<file path="config.mk">
export PLATFORM = sky130hd
export DESIGN_NAME = f2h_access_fsm
export DESIGN_NICKNAME = d
export VERILOG_FILES = /design/src/rtl/f2h_tester_pkg.sv /design/src/rtl/f2h_lane_mux.sv /design/src/rtl/f2h_access_fsm.sv
export SDC_FILE = /design/constraint.sdc
export NUM_CORES = 1
export LEC_CHECK = 0
export CORE_AREA = 3 3 174 176
export CTS_BUF_LIST = sky130_fd_sc_hd__clkbuf_8
export DETAILED_ROUTE_END_ITERATION = 16
export DIE_AREA = 0 0 177 179
export PLACE_DENSITY = 0.82
export SETUP_SLACK_MARGIN = 0.2
export SLEW_MARGIN = 0
export SYNTH_ARGS = -nofsm -noshare
export SYNTH_HDL_FRONTEND = slang
export SYNTH_HIERARCHICAL = 1
export SYNTH_SLANG_ARGS = --single-unit
</file>
<file path="constraint.sdc">
create_clock -name clk -period 3.2 [get_ports clk]
set_clock_uncertainty 0.15 [all_clocks]
set_input_delay 0.64 -clock clk [delete_from_list [all_inputs] [get_ports clk]]
set_output_delay 0.64 -clock clk [all_outputs]
set_load 0.02 [all_outputs]
</file>
<file path="src/rtl/f2h_tester_pkg.sv">
`default_nettype none
// ============================================================================
// Module   : f2h_tester_pkg
// Purpose  : Shared definitions for the F2H access engine: FSM state
//            encoding, latency counter width and byte-enable mask helper.
// Revision : 1.0 - initial release
// ============================================================================
package f2h_tester_pkg;

  // Width of the read round-trip latency counter and its reported value.
  localparam int LAT_W = 32;

  // Widest byte-enable mask the helper can produce (1024-bit data path).
  localparam int BE_MAX = 128;

  typedef enum logic [1:0] {
    IDLE    = 2'd0,
    WR_REQ  = 2'd1,
    RD_REQ  = 2'd2,
    RD_WAIT = 2'd3
  } f2h_state_e;

  // Plain-vector views of the state encoding for the FSM register.
  localparam logic [1:0] ST_IDLE    = IDLE;
  localparam logic [1:0] ST_WR_REQ  = WR_REQ;
  localparam logic [1:0] ST_RD_REQ  = RD_REQ;
  localparam logic [1:0] ST_RD_WAIT = RD_WAIT;

  // Ones on every byte belonging to 'lane', where each lane is
  // 'lane_bytes' bytes wide. Callers truncate to their own bus width.
  function automatic logic [BE_MAX-1:0] lane_byteenable(input int unsigned lane,
                                                        input int unsigned lane_bytes);
    logic [BE_MAX-1:0] mask;
    mask = '0;
    for (int unsigned i = 0; i < BE_MAX; i++) begin
      mask[i] = ((i / lane_bytes) == lane);
    end
    return mask;
  endfunction

endpackage
`default_nettype wire

</file>
<file path="src/rtl/f2h_lane_mux.sv">
`default_nettype none
// ============================================================================
// Module   : f2h_lane_mux
// Purpose  : Combinational lane handling between the narrow CSR word and the
//            wide F2H data path.
// Ports    : be_lane      - lane whose bytes are enabled
//            rd_lane      - lane selected out of the returned read word
//            avm_readdata - wide read word from the bridge
//            write_data   - narrow write payload
//            lane_rdata   - selected narrow read word
//            wdata_rep    - write payload replicated across all lanes
//            byteenable   - one-hot-lane byte enable mask
// Revision : 1.0 - initial release
// ============================================================================
module f2h_lane_mux
  import f2h_tester_pkg::*;
#(
  parameter int DATA_WIDTH     = 32,
  parameter int AVM_DATA_WIDTH = 128,
  parameter int LANE_W         = 2
) (
  input  logic [LANE_W-1:0]           be_lane,
  input  logic [LANE_W-1:0]           rd_lane,
  input  logic [AVM_DATA_WIDTH-1:0]   avm_readdata,
  input  logic [DATA_WIDTH-1:0]       write_data,
  output logic [DATA_WIDTH-1:0]       lane_rdata,
  output logic [AVM_DATA_WIDTH-1:0]   wdata_rep,
  output logic [AVM_DATA_WIDTH/8-1:0] byteenable
);

  localparam int LANES = AVM_DATA_WIDTH / DATA_WIDTH;

  assign lane_rdata = avm_readdata[32'(rd_lane) * DATA_WIDTH +: DATA_WIDTH];
  assign wdata_rep  = {LANES{write_data}};
  assign byteenable = (AVM_DATA_WIDTH/8)'(lane_byteenable(32'(be_lane), DATA_WIDTH / 8));

endmodule
`default_nettype wire

</file>
<file path="src/rtl/f2h_access_fsm.sv">
`default_nettype none
// ============================================================================
// Module   : f2h_access_fsm
// Purpose  : Executes single-word host-memory reads/writes through the F2H
//            bridge as an Avalon-MM master, one transaction at a time, and
//            reports read data plus measured read round-trip latency.
// Ports    : clk, rstn (async active-low)
//            CSR side : read, write, address, write_data -> read_data,
//                       read_data_valid, read_latency, busy, timeout,
//                       req_dropped
//            F2H side : avm_address/read/write/writedata/byteenable out,
//                       avm_waitrequest/readdata/readdatavalid in
// Revision : 1.0 - initial release
// ============================================================================
module f2h_access_fsm
  import f2h_tester_pkg::*;
#(
  parameter int DATA_WIDTH     = 32,
  parameter int AVM_ADDR_WIDTH = 32,
  parameter int AVM_DATA_WIDTH = 128,
  parameter int TIMEOUT_CYCLES = 65535
) (
  input  logic                        clk,
  input  logic                        rstn,
  input  logic                        read,
  input  logic                        write,
  input  logic [DATA_WIDTH-1:0]       address,
  input  logic [DATA_WIDTH-1:0]       write_data,
  output logic [DATA_WIDTH-1:0]       read_data,
  output logic                        read_data_valid,
  output logic [LAT_W-1:0]            read_latency,
  output logic                        busy,
  output logic                        timeout,
  output logic                        req_dropped,
  output logic [AVM_ADDR_WIDTH-1:0]   avm_address,
  output logic                        avm_read,
  output logic                        avm_write,
  output logic [AVM_DATA_WIDTH-1:0]   avm_writedata,
  output logic [AVM_DATA_WIDTH/8-1:0] avm_byteenable,
  input  logic                        avm_waitrequest,
  input  logic [AVM_DATA_WIDTH-1:0]   avm_readdata,
  input  logic                        avm_readdatavalid
);

  localparam int DB     = DATA_WIDTH / 8;
  localparam int AB     = AVM_DATA_WIDTH / 8;
  localparam int DB_LOG = $clog2(DB);
  localparam int LANES  = AVM_DATA_WIDTH / DATA_WIDTH;
  localparam int LANE_W = (LANES > 1) ? $clog2(LANES) : 1;

  logic [1:0]                  r_state;
  logic [LANE_W-1:0]           r_lane;
  logic                        r_pending_rd;
  logic [LAT_W-1:0]            r_lat_cnt;
  logic [DATA_WIDTH-1:0]       r_read_data;
  logic [LAT_W-1:0]            r_read_latency;
  logic                        r_rdv;
  logic                        r_timeout;
  logic                        r_drop;
  logic [AVM_ADDR_WIDTH-1:0]   r_avm_address;
  logic                        r_avm_read;
  logic                        r_avm_write;
  logic [AVM_DATA_WIDTH-1:0]   r_avm_writedata;
  logic [AVM_DATA_WIDTH/8-1:0] r_avm_be;

  logic [LANE_W-1:0]           w_cmd_lane;
  logic [AVM_ADDR_WIDTH-1:0]   w_cmd_addr;
  logic [DATA_WIDTH-1:0]       w_lane_rdata;
  logic [AVM_DATA_WIDTH-1:0]   w_wdata_rep;
  logic [AVM_DATA_WIDTH/8-1:0] w_be;
  logic [LAT_W-1:0]            w_lat_next;
  logic                        w_rd_done;
  logic                        w_rd_abort;

  // Lane index sits between the CSR-word and bridge-word alignment bits;
  // masking keeps it at zero when both widths are equal.
  assign w_cmd_lane = LANE_W'((address >> DB_LOG) & DATA_WIDTH'(LANES - 1));
  assign w_cmd_addr = AVM_ADDR_WIDTH'(address & ~DATA_WIDTH'(AB - 1));

  assign w_lat_next = (r_lat_cnt == '1) ? r_lat_cnt : r_lat_cnt + 1'b1;

  // A response counts from the accept cycle of the request onward.
  assign w_rd_done  = avm_readdatavalid &&
                      ((r_state == ST_RD_WAIT) ||
                       (r_state == ST_RD_REQ && !avm_waitrequest));
  // A valid arriving in the very cycle the limit is hit still wins.
  assign w_rd_abort = (r_state == ST_RD_WAIT) && !avm_readdatavalid &&
                      (r_lat_cnt >= LAT_W'(TIMEOUT_CYCLES));

  f2h_lane_mux #(
    .DATA_WIDTH     (DATA_WIDTH),
    .AVM_DATA_WIDTH (AVM_DATA_WIDTH),
    .LANE_W         (LANE_W)
  ) u_lane_mux (
    .be_lane      (w_cmd_lane),
    .rd_lane      (r_lane),
    .avm_readdata (avm_readdata),
    .write_data   (write_data),
    .lane_rdata   (w_lane_rdata),
    .wdata_rep    (w_wdata_rep),
    .byteenable   (w_be)
  );

  always_ff @(posedge clk or negedge rstn) begin
    if (!rstn) begin
      r_state         <= ST_IDLE;
      r_lane          <= '0;
      r_pending_rd    <= 1'b0;
      r_lat_cnt       <= '0;
      r_read_data     <= '0;
      r_read_latency  <= '0;
      r_rdv           <= 1'b0;
      r_timeout       <= 1'b0;
      r_drop          <= 1'b0;
      r_avm_address   <= '0;
      r_avm_read      <= 1'b0;
      r_avm_write     <= 1'b0;
      r_avm_writedata <= '0;
      r_avm_be        <= '0;
    end else begin
      r_rdv  <= 1'b0;
      r_drop <= (r_state != ST_IDLE) && (read || write);

      case (r_state)
        ST_IDLE: begin
          if (read || write) begin
            r_lane          <= w_cmd_lane;
            r_avm_address   <= w_cmd_addr;
            r_avm_writedata <= w_wdata_rep;
            r_avm_be        <= w_be;
            r_timeout       <= 1'b0;
            if (write) begin
              // Simultaneous read is remembered and replayed after the write.
              r_state      <= ST_WR_REQ;
              r_avm_write  <= 1'b1;
              r_pending_rd <= read;
            end else begin
              r_state    <= ST_RD_REQ;
              r_avm_read <= 1'b1;
              r_lat_cnt  <= LAT_W'(1);
            end
          end
        end

        ST_WR_REQ: begin
          if (!avm_waitrequest) begin
            r_avm_write <= 1'b0;
            if (r_pending_rd) begin
              r_pending_rd <= 1'b0;
              r_state      <= ST_RD_REQ;
              r_avm_read   <= 1'b1;
              r_lat_cnt    <= LAT_W'(1);
            end else begin
              r_state <= ST_IDLE;
            end
          end
        end

        ST_RD_REQ: begin
          r_lat_cnt <= w_lat_next;
          if (!avm_waitrequest) begin
            r_avm_read <= 1'b0;
            r_state    <= ST_RD_WAIT;
          end
        end

        ST_RD_WAIT: begin
          r_lat_cnt <= w_lat_next;
        end

        default: r_state <= ST_IDLE;
      endcase

      // Completion overrides the per-state next-state choice above.
      if (w_rd_done) begin
        r_read_data    <= w_lane_rdata;
        r_read_latency <= r_lat_cnt;
        r_rdv          <= 1'b1;
        r_state        <= ST_IDLE;
      end else if (w_rd_abort) begin
        r_read_data    <= '1;
        r_read_latency <= LAT_W'(TIMEOUT_CYCLES);
        r_rdv          <= 1'b1;
        r_timeout      <= 1'b1;
        r_state        <= ST_IDLE;
      end
    end
  end

  assign read_data       = r_read_data;
  assign read_data_valid = r_rdv;
  assign read_latency    = r_read_latency;
  assign busy            = (r_state != ST_IDLE);
  assign timeout         = r_timeout;
  assign req_dropped     = r_drop;
  assign avm_address     = r_avm_address;
  assign avm_read        = r_avm_read;
  assign avm_write       = r_avm_write;
  assign avm_writedata   = r_avm_writedata;
  assign avm_byteenable  = r_avm_be;

endmodule
`default_nettype wire

</file>
; ---- Word-level counts from Yosys, hierarchy flattened
; Index checks and enable logic that the tools add are counted.
[totals]
register_bits = 275
input_bits = 198
[classes]
addsub = 1
order_cmp = 1
n_eq_ne = 17
n_shift = 1
muxes = 36
reduce_logical = 22
[op_table]
columns = operator, n
row1 = 32-bit 2-to-1 mux, 9
row2 = 128-bit by 8-bit indexed part select with 32-bit output, 1
row3 = 32-bit case mux with 3 select lines, 1
row4 = 32-bit by 1-bit adder with 32-bit output (second input constant), 1
row5 = 32-bit == test (second input constant), 1
row6 = 32-bit by 16-bit >= comparator with 1-bit output (second input constant), 1
row7 = 1-bit 2-to-1 mux, 15
row8 = 2-bit 2-to-1 mux, 7
row9 = 2-bit inequality test (second input constant), 7
row10 = 4-bit inequality test (second input constant), 3
row11 = 4-bit AND reduction, 2
row12 = 2-bit case mux with 3 select lines, 1
row13 = 6-bit AND reduction, 1
row14 = 2-bit nonzero test, 3
row15 = 1-bit logical AND, 5
row16 = 5-bit AND reduction, 1
row17 = 5-bit nonzero test, 1
row18 = 2-bit == test (first input constant), 2
row19 = 2-bit == test (second input constant), 2
row20 = 2-bit zero test, 2
row21 = 1-bit case mux with 2 select lines, 2
row22 = 1-bit case mux with 3 select lines, 1
row23 = 3-bit nonzero test, 1
row24 = 1-bit by 2-bit == test with 1-bit output (first input constant), 1
row25 = 5 further kinds, 7

; ---- Logic depth before layout (Yosys ltp)
; Gate-level depths: netlist of run 1.
[logic_depth]
word_depth = 6
mapped_depth = 10
ltp_nobuf = 7

; ---- Modules after synthesis
; The synthesis of run 1 kept the hierarchy.
[modules_own_cells]
columns = module, n_inst, cells_each, area_per_inst_um2, seq_area_each_um2
row1 = f2h_access_fsm, 1, 800, 11104.4, 6956.7
row2 = f2h_lane_mux, 1, 183, 1888.1, 0.0

; ---- Worst setup path after synthesis of run 1
; Ideal clock, no wire load.
[synth_timing]
kind = reg-to-reg
startpoint = register r_state[0]
endpoint = register r_lat_cnt[28]
setup_time_ns = 0.127
arrival_time_ns = 2.000
required_ns = 2.923
setup_slack_ns = 0.923
path_stages_with_launch = 10
path_buffers = 2
cell_sequence = dfrtp_1 > inv_1 > ha_1 > or2_1 > buf_1 > nand2_1 > o41ai_4 > nand2b_1 > buf_2 > o41ai_1
[synth_via]
elab_chain_cells = 4
elab_cells_between_ends = 12
cone_classes = eq/ne: 8 / mux: 1 / reduce/logical: 3
[synth_lines]
columns = item, line
row1 = start: declaration, f2h_access_fsm.sv:51  ; logic [1:0] r_state;
row2 = start signal: assignment, f2h_access_fsm.sv:106  ; r_state <= ST_IDLE;
row3 = start signal: assignment, f2h_access_fsm.sv:134  ; r_state <= ST_WR_REQ;
row4 = start signal: assignment, f2h_access_fsm.sv:138  ; r_state <= ST_RD_REQ;
row5 = 2-bit == test, f2h_access_fsm.sv:124  ; case (r_state)
row6 = 2-bit OR reduction (no source line), --
row7 = 2-bit inequality test (no source line), --
row8 = 5-bit AND reduction (no source line), --
row9 = end signal: assignment, f2h_access_fsm.sv:160  ; r_lat_cnt <= w_lat_next;
row10 = end signal: assignment, f2h_access_fsm.sv:168  ; r_lat_cnt <= w_lat_next;
row11 = end: declaration, f2h_access_fsm.sv:54  ; logic [LAT_W-1:0] r_lat_cnt;
; Several ways; a longest one is shown, not always the timed one.
; A chain may end at the register's enable or synchronous reset.

; ---- Worst setup path in the final report of run 1
[layout_timing]
startpoint = register r_state[1]
endpoint = output port busy
[layout_via]
elab_chain_cells = 1
[layout_lines]
columns = item, line
row1 = 2-bit nonzero test, f2h_access_fsm.sv:193  ; assign busy = (r_state != ST_IDLE);
row2 = end: declaration, f2h_access_fsm.sv:32  ; output logic busy,
; Every way passes these cells.

==> results of run 1 <==
[area by class of cell]
cell class | count | area, um^2 | share of cell area, %
sequential | 278 | 6960 | 39.1
clock inverter | 16 | 86.3 | 0.485
multi-input combinational | 496 | 4670 | 26.2
timing repair buffer | 465 | 4680 | 26.3
tap | 384 | 480 | 2.70
inverter | 9 | 33.8 | 0.190
clock buffer | 64 | 881 | 4.95
[per-layer routing]
metal	GRT usage, %	part of all wire (%)
met5	0	0
met4	8.35	3.2
met3	9.06	9.9
met2	37.0	49
met1	27.3	38
[placed cells by master (no fill, tap or decap), types with 10 or more instances in the layout]
cell type,n
o22a_1,48
a22o_1,16
o31ai_1,19
nand4_1,10
a21oi_1,12
inv_1,17
nor2_1,21
clkbuf_8,64
a31oi_1,10
buf_4,20
nand2_1,23
clkdlybuf4s50_1,436
o21ai_0,30
dfrtp_1,277
mux4_2,30
mux2_2,174
nand3_1,14
[worst reg2reg max path, cell delays in order, from the launching register on]
cell and delay (ns):
dfrtp_1 0.48, ha_1 0.31, nand4_1 0.22, nor4_4 0.35, o21ai_1 0.17, and2_1 0.37, inv_2 0.14, buf_12 0.25
a2bb2oi_1 0.21
[report_power, final]
part	switching [mW]	internal [mW]	leakage (nW)	total, mW
clock network	1.40	1.78	0.535	3.18
registers	0.911	5.01	3.36	5.93
logic	4.58	4.83	3.41	9.42
total	6.90	11.6	7.31	18.5
[registers in the layout (all words and copies together), names as in the netlist, 2 cells and up]
name            flops
avm_address        28
avm_byteenable     16
avm_writedata     128
r_lane              2
r_lat_cnt          32
r_state             2
read_data          32
read_latency       32
[cells by family after synthesis]
group	Yosys count	synth area share [%]
other	1	0.0289
XOR/XNOR	1	0.0674
adder cells (fa/ha/maj)	7	0.674
AO/OA/AOI/OAI	163	9.18
multiplexers	207	20.8
flip-flops	278	53.5
AND/OR/NAND/NOR	114	4.74
buffers and inverters	212	11.0
[worst paths after layout]
check	slack [ns]	to	cells after the start	start
max	0.33	busy	4	r_state[1]
max reg2reg	0.45	read_latency[8]	8	r_lat_cnt[0]
min reg2reg	0.34	read_data[2]	1	read_data[2]
min in group asynchronous	0.51	avm_byteenable[6]	2	rstn
min	0.34	read_data[2]	1	read_data[2]
max in group asynchronous	1.63	r_state[1]	3	rstn
[what timing repair did]
action,in CTS,in global routing
resized for setup,1,2
endpoints found under the setup margin,1,5
endpoints found under the hold margin,59,0
hold buffers,1,0
pin swaps,0,0
==> results.py, run 1 <==
metrics = {
    "die": {
        "num_rows": 62,
        "pin_count": 444,
        "core_um2": 28800,
        "die_area_um2": 31700,
        "die_h_um": 179,
        "die_x_um": 177,
        "initial_core_util_pct": 45.1,
    },
    "final_layout": {
        "design_area_um2": 17800,
        "final_core_util_pct": 61.8,
        "antenna_cells": 0,
        "instances_no_fill": 1712,
        "nNetsFinal": 1501,
        "drive_gt1_share_pct": 23.6,
        "syn_to_final_growth_pct": 36.9,
        "num-fill-cells": 2170,
    },
    "timing": {
        "timing.hold.ws_ns": 0.336,
        "layout_setup_ws_ns": 0.333,
        "max_freq_mhz": 349,
        "slew_headroom_pct": 48.3,
        "setup_violations": 0,
        "finalCritPeriodShare_pct": 89.6,
        "hold_viol": 0,
        "timing.final.max_slew_violations": 0,
        "rsz0062_at_grt": "no",
        "period_minus_slack_ns": 2.87,
        "worstMarginPinSlew_ns": 0.768,
        "tns_ns": 0,
    },
    "worst_setup_path": {
        "cp_max_fo": 6,
        "worstPathArrival_ns": 2.08,
        "cpMostUsedCell": "inv_1",
        "crit_buf_inv": 3,
        "crit_family": "buffers and inverters",
        "slowest_stage": "clkdlybuf4s50_1",
        "slowest_delay_ns": 0.63,
        "path_cells": "inv_1 -> ha_4 -> inv_1 -> clkdlybuf4s50_1",
        "cp.required_ns": 2.41,
        "critPathKind": "reg2out",
        "end_kind": "output pin",
        "start_kind": "flip-flop",
    },
    "routing": {
        "vias_per_cell": 5.35,
        "wl_um": 36400,
        "ant_nets": 0,
        "drt_first_pass_iters": 5,
        "drc_errors": 0,
        "drt-initial-drc-count": 717,
        "via_count": 9158,
        "wl_per_cell_um": 21.3,
    },
    "placement": {
        "post_dp_cell_area_um2": 16800,
        "dp_hpwl_um": 26900,
        "placedCellCount": 1631,
        "numPortBuffers": 437,
        "dp_slack_ns": 0.379,
        "gp_congestion": 0.861,
    },
    "yosys": {
        "syn-cell-area_um2": 13000,
        "yosys.area.top_type": "dfrtp_1",
        "synth_edf_count": 0,
        "synth_top_area_share_pct": 53.5,
        "postSynthAreaPerCell_um2": 13.2,
        "synthArstFlopShare_pct": 100,
        "synthTopCellsByArea": "dfrtp_1 (54%), mux2_2 (15%), buf_4 (8.4%)",
        "yosys_register_bits": 278,
        "synthCells": 983,
        "synthFlopType": "dfrtp_1",
        "yosys_warnings": 6,
        "synth_most_common_cell": "dfrtp_1",
        "netlist-cell-type-count": 51,
        "netlist_top_cells_count": "dfrtp_1 (278), mux2_2 (174), buf_4 (145), o22a_1 (48), clkbuf_1 (34)",
        "yosysSeqAreaShare_pct": 53.5,
    },
    "cts": {
        "cts_buffers": 46,
        "clock_path_buffers": 3,
        "root_buffer": "clkbuf_8",
        "cts_sinks": 278,
        "cts_tree": "yes",
        "clk_latency_ns": 0.55,
        "postCtsSetupRepairBufs": 0,
        "clkSlewWorstSetupHoldPaths_ns": 0.06,
        "htree_levels": 2,
    },
    "global_routing": {
        "antenna_found_initial": 0,
        "grt_pass1_vias": 9819,
        "grt.overflow.total": 0,
        "grt_pass1_wl_um": 55900,
        "grt_max_degree": 69,
        "grtUsageTotal_pct": 22.7,
    },
    "pwr": {
        "power.leakage_nw": 7.31,
        "totalPowerFinal_mw": 18.5,
        "powerDensity_nw_per_um2": 1040,
        "irDropWorstVdd_mv": 0.708,
    },
    "status": {
        "status": "complete, no violations",
    },
    "run": {
        "maxCapViolCount": 0,
    },
    "hold_path": {
        "hp-class": "reg2reg",
    },
}
Note: power is estimated with default switching activity, not from simulation.
==> inputs of run 2 (changes only) <==
--- a/config.mk
+++ b/config.mk
@@ -11,6 +11,7 @@
 export DIE_AREA = 0 0 177 179
 export PLACE_DENSITY = 0.82
 export SETUP_SLACK_MARGIN = 0.2
+export SKIP_CTS_REPAIR_TIMING = 1
 export SLEW_MARGIN = 0
 export SYNTH_ARGS = -nofsm -noshare
 export SYNTH_HDL_FRONTEND = slang
==> results.py, run 2 (same netlist as run 1, synthesis figures left out) <==
metrics = {
    "pwr": {
        "power.switching_mw": 6.89,
        "p_int_mw": 11.6,
        "irDropWorstVdd_mv": 0.708,
        "p_sw_share_pct": 37.3,
        "power.leakage_nw": 7.30,
        "combPwrFrac_pct": 50.8,
        "powerDensity_nw_per_um2": 1040,
        "totalPowerFinal_mw": 18.5,
        "p_seq_share_pct": 32.0,
        "clock_power_share_pct": 17.2,
    },
    "die": {
        "core_um2": 28800,
        "initial_core_util_pct": 45.1,
        "num_rows": 62,
        "die_h_um": 179,
        "die_x_um": 177,
        "pin_count": 444,
        "die_area_um2": 31700,
    },
    "global_routing": {
        "globalRouteMet3Util_pct": 9.06,
        "grtUsageTotal_pct": 22.7,
        "grt_util_met1_pct": 27.3,
        "met2_usage_pct": 37.0,
        "grt_max_degree": 69,
        "antenna_found_initial": 0,
        "top_usage_layer": "met2",
        "grt.overflow.total": 0,
        "grt_pass1_vias": 9818,
        "grt_pass1_wl_um": 55900,
    },
    "routing": {
        "drt_first_pass_iters": 6,
        "via_count": 9151,
        "wl_um": 36400,
        "drc_errors": 0,
        "drt-initial-drc-count": 693,
        "vias_per_cell": 5.35,
        "wl_per_cell_um": 21.2,
        "ant_nets": 0,
    },
    "worst_setup_path": {
        "path_cells": "inv_1 -> ha_2 -> inv_1 -> clkdlybuf4s50_1",
        "end_kind": "output pin",
        "worstPathArrival_ns": 2.10,
        "crit_buf_inv": 3,
        "critPathKind": "reg2out",
        "slowest_stage": "clkdlybuf4s50_1",
        "cp_max_fo": 6,
        "crit_family": "buffers and inverters",
        "start_kind": "flip-flop",
        "cp.required_ns": 2.41,
        "slowest_delay_ns": 0.55,
        "cpMostUsedCell": "inv_1",
    },
    "timing": {
        "tns_ns": 0,
        "timing.final.max_slew_violations": 0,
        "max_freq_mhz": 346,
        "hold_viol": 0,
        "worstMarginPinSlew_ns": 0.750,
        "rsz0062_at_grt": "yes",
        "finalCritPeriodShare_pct": 90.2,
        "setup_violations": 0,
        "slew_headroom_pct": 49.5,
        "period_minus_slack_ns": 2.89,
    },
    "cts": {
        "clkSlewWorstSetupHoldPaths_ns": 0.06,
        "cts_buffers": 46,
        "root_buffer": "clkbuf_8",
        "htree_levels": 2,
        "cts_tree": "yes",
        "cts_sinks": 278,
        "clk_latency_ns": 0.55,
        "clock_path_buffers": 3,
    },
    "final_layout": {
        "largest_reg_flops": 128,
        "syn_to_final_growth_pct": 36.8,
        "final_common_cell": "clkdlybuf4s50_1",
        "drive_gt1_share_pct": 23.6,
        "antenna_cells": 0,
        "nNetsFinal": 1501,
        "layout_common_cells": "clkdlybuf4s50_1 (436), dfrtp_1 (277), mux2_2 (174)",
        "num-fill-cells": 2171,
    },
    "hold_path": {
        "hp-class": "reg2reg",
    },
    "placement": {
        "gp_congestion": 0.861,
        "numPortBuffers": 437,
        "dp_hpwl_um": 26900,
    },
    "run": {
        "maxCapViolCount": 0,
    },
    "status": {
        "status": "complete, no violations",
    },
}
==> run 2: cell count changes in the layout (fill, tap and decap cells not counted) <==
cell,previous run,this run
ha_4,1,0
ha_2,0,1
==> run 2: power groups by stage <==
stage / Clock (mW) / Sequential [mW] / Combinational (mW)
6_report: 3.17 / 5.93 / 9.40
5_1_grt: 3.44 / 6.11 / 9.91
4_1_cts: 3.28 / 5.93 / 9.47
3_5_place_dp: 0 / 5.96 / 9.40
3_3_place_gp: 0 / 5.86 / 9.27
2_1_floorplan: 0 / 7.56 / 3.47
==> run 2: cell type report <==
| cell class | instances | area (um^2) | area share, % |
|---|---|---|---|
| inverter | 9 | 33.8 | 0.190 |
| clock buffer | 64 | 881 | 4.96 |
| clock inverter | 16 | 86.3 | 0.486 |
| multi-input combinational | 496 | 4660 | 26.2 |
| sequential | 278 | 6960 | 39.1 |
| tap | 384 | 480 | 2.70 |
| timing repair buffer | 465 | 4680 | 26.3 |
==> run 2: stage by stage <==
stage	utilization, %	hold slack, ns	setup slack [ns]	instances	cell area [um^2]
2_1_floorplan	-	0.194	0.923	986	13000
3_3_place_gp	58.3	0.321	0.394	1631	16800
3_5_place_dp	58.3	0.326	0.379	1631	16800
4_1_cts	61.7	-0.114	0.195	1711	17800
5_1_grt	61.8	0.354	0.187	1712	17800
6_report	61.8	0.336	0.312	1712	17800
==> run 2: routing by layer <==
metal | share of wire [%] | vias to the layer above
li1 | - | 4074
met1 | 38 | 4619
met2 | 49 | 375
met3 | 9.6 | 83
met4 | 3.3 | 0
met5 | 0 | -
==> run 2: worst reg2reg max path, delay by kind of cell, from the launching register on <==
kind	cells	cell delay (ns)
AOI/OAI and AO/OA	2	0.38
adders and majority gates	1	0.31
buffers and inverters	2	0.40
DFF	1	0.47
and+or+nand+nor	3	0.95
==> run 2: final timing paths <==
path / from / endpoint / slack (ns) / cells after the start
max: r_state[1] / busy / 0.31 / 4
min: read_data[10] / read_data[10] / 0.34 / 1
max reg2reg: r_lat_cnt[0] / read_latency[8] / 0.47 / 8
min reg2reg: read_data[10] / read_data[10] / 0.34 / 1
max in group asynchronous: rstn / r_state[1] / 1.63 / 3
min in group asynchronous: rstn / avm_byteenable[6] / 0.51 / 2
==> inputs of run 3 (changes only) <==
--- a/config.mk
+++ b/config.mk
@@ -12,6 +12,7 @@
 export PLACE_DENSITY = 0.82
 export SETUP_SLACK_MARGIN = 0.2
 export SKIP_CTS_REPAIR_TIMING = 1
+export SKIP_LAST_GASP = 1
 export SLEW_MARGIN = 0
 export SYNTH_ARGS = -nofsm -noshare
 export SYNTH_HDL_FRONTEND = slang
==> results of run 3 <==
The final DEF is identical to that of run 2; final timing and power are the same.
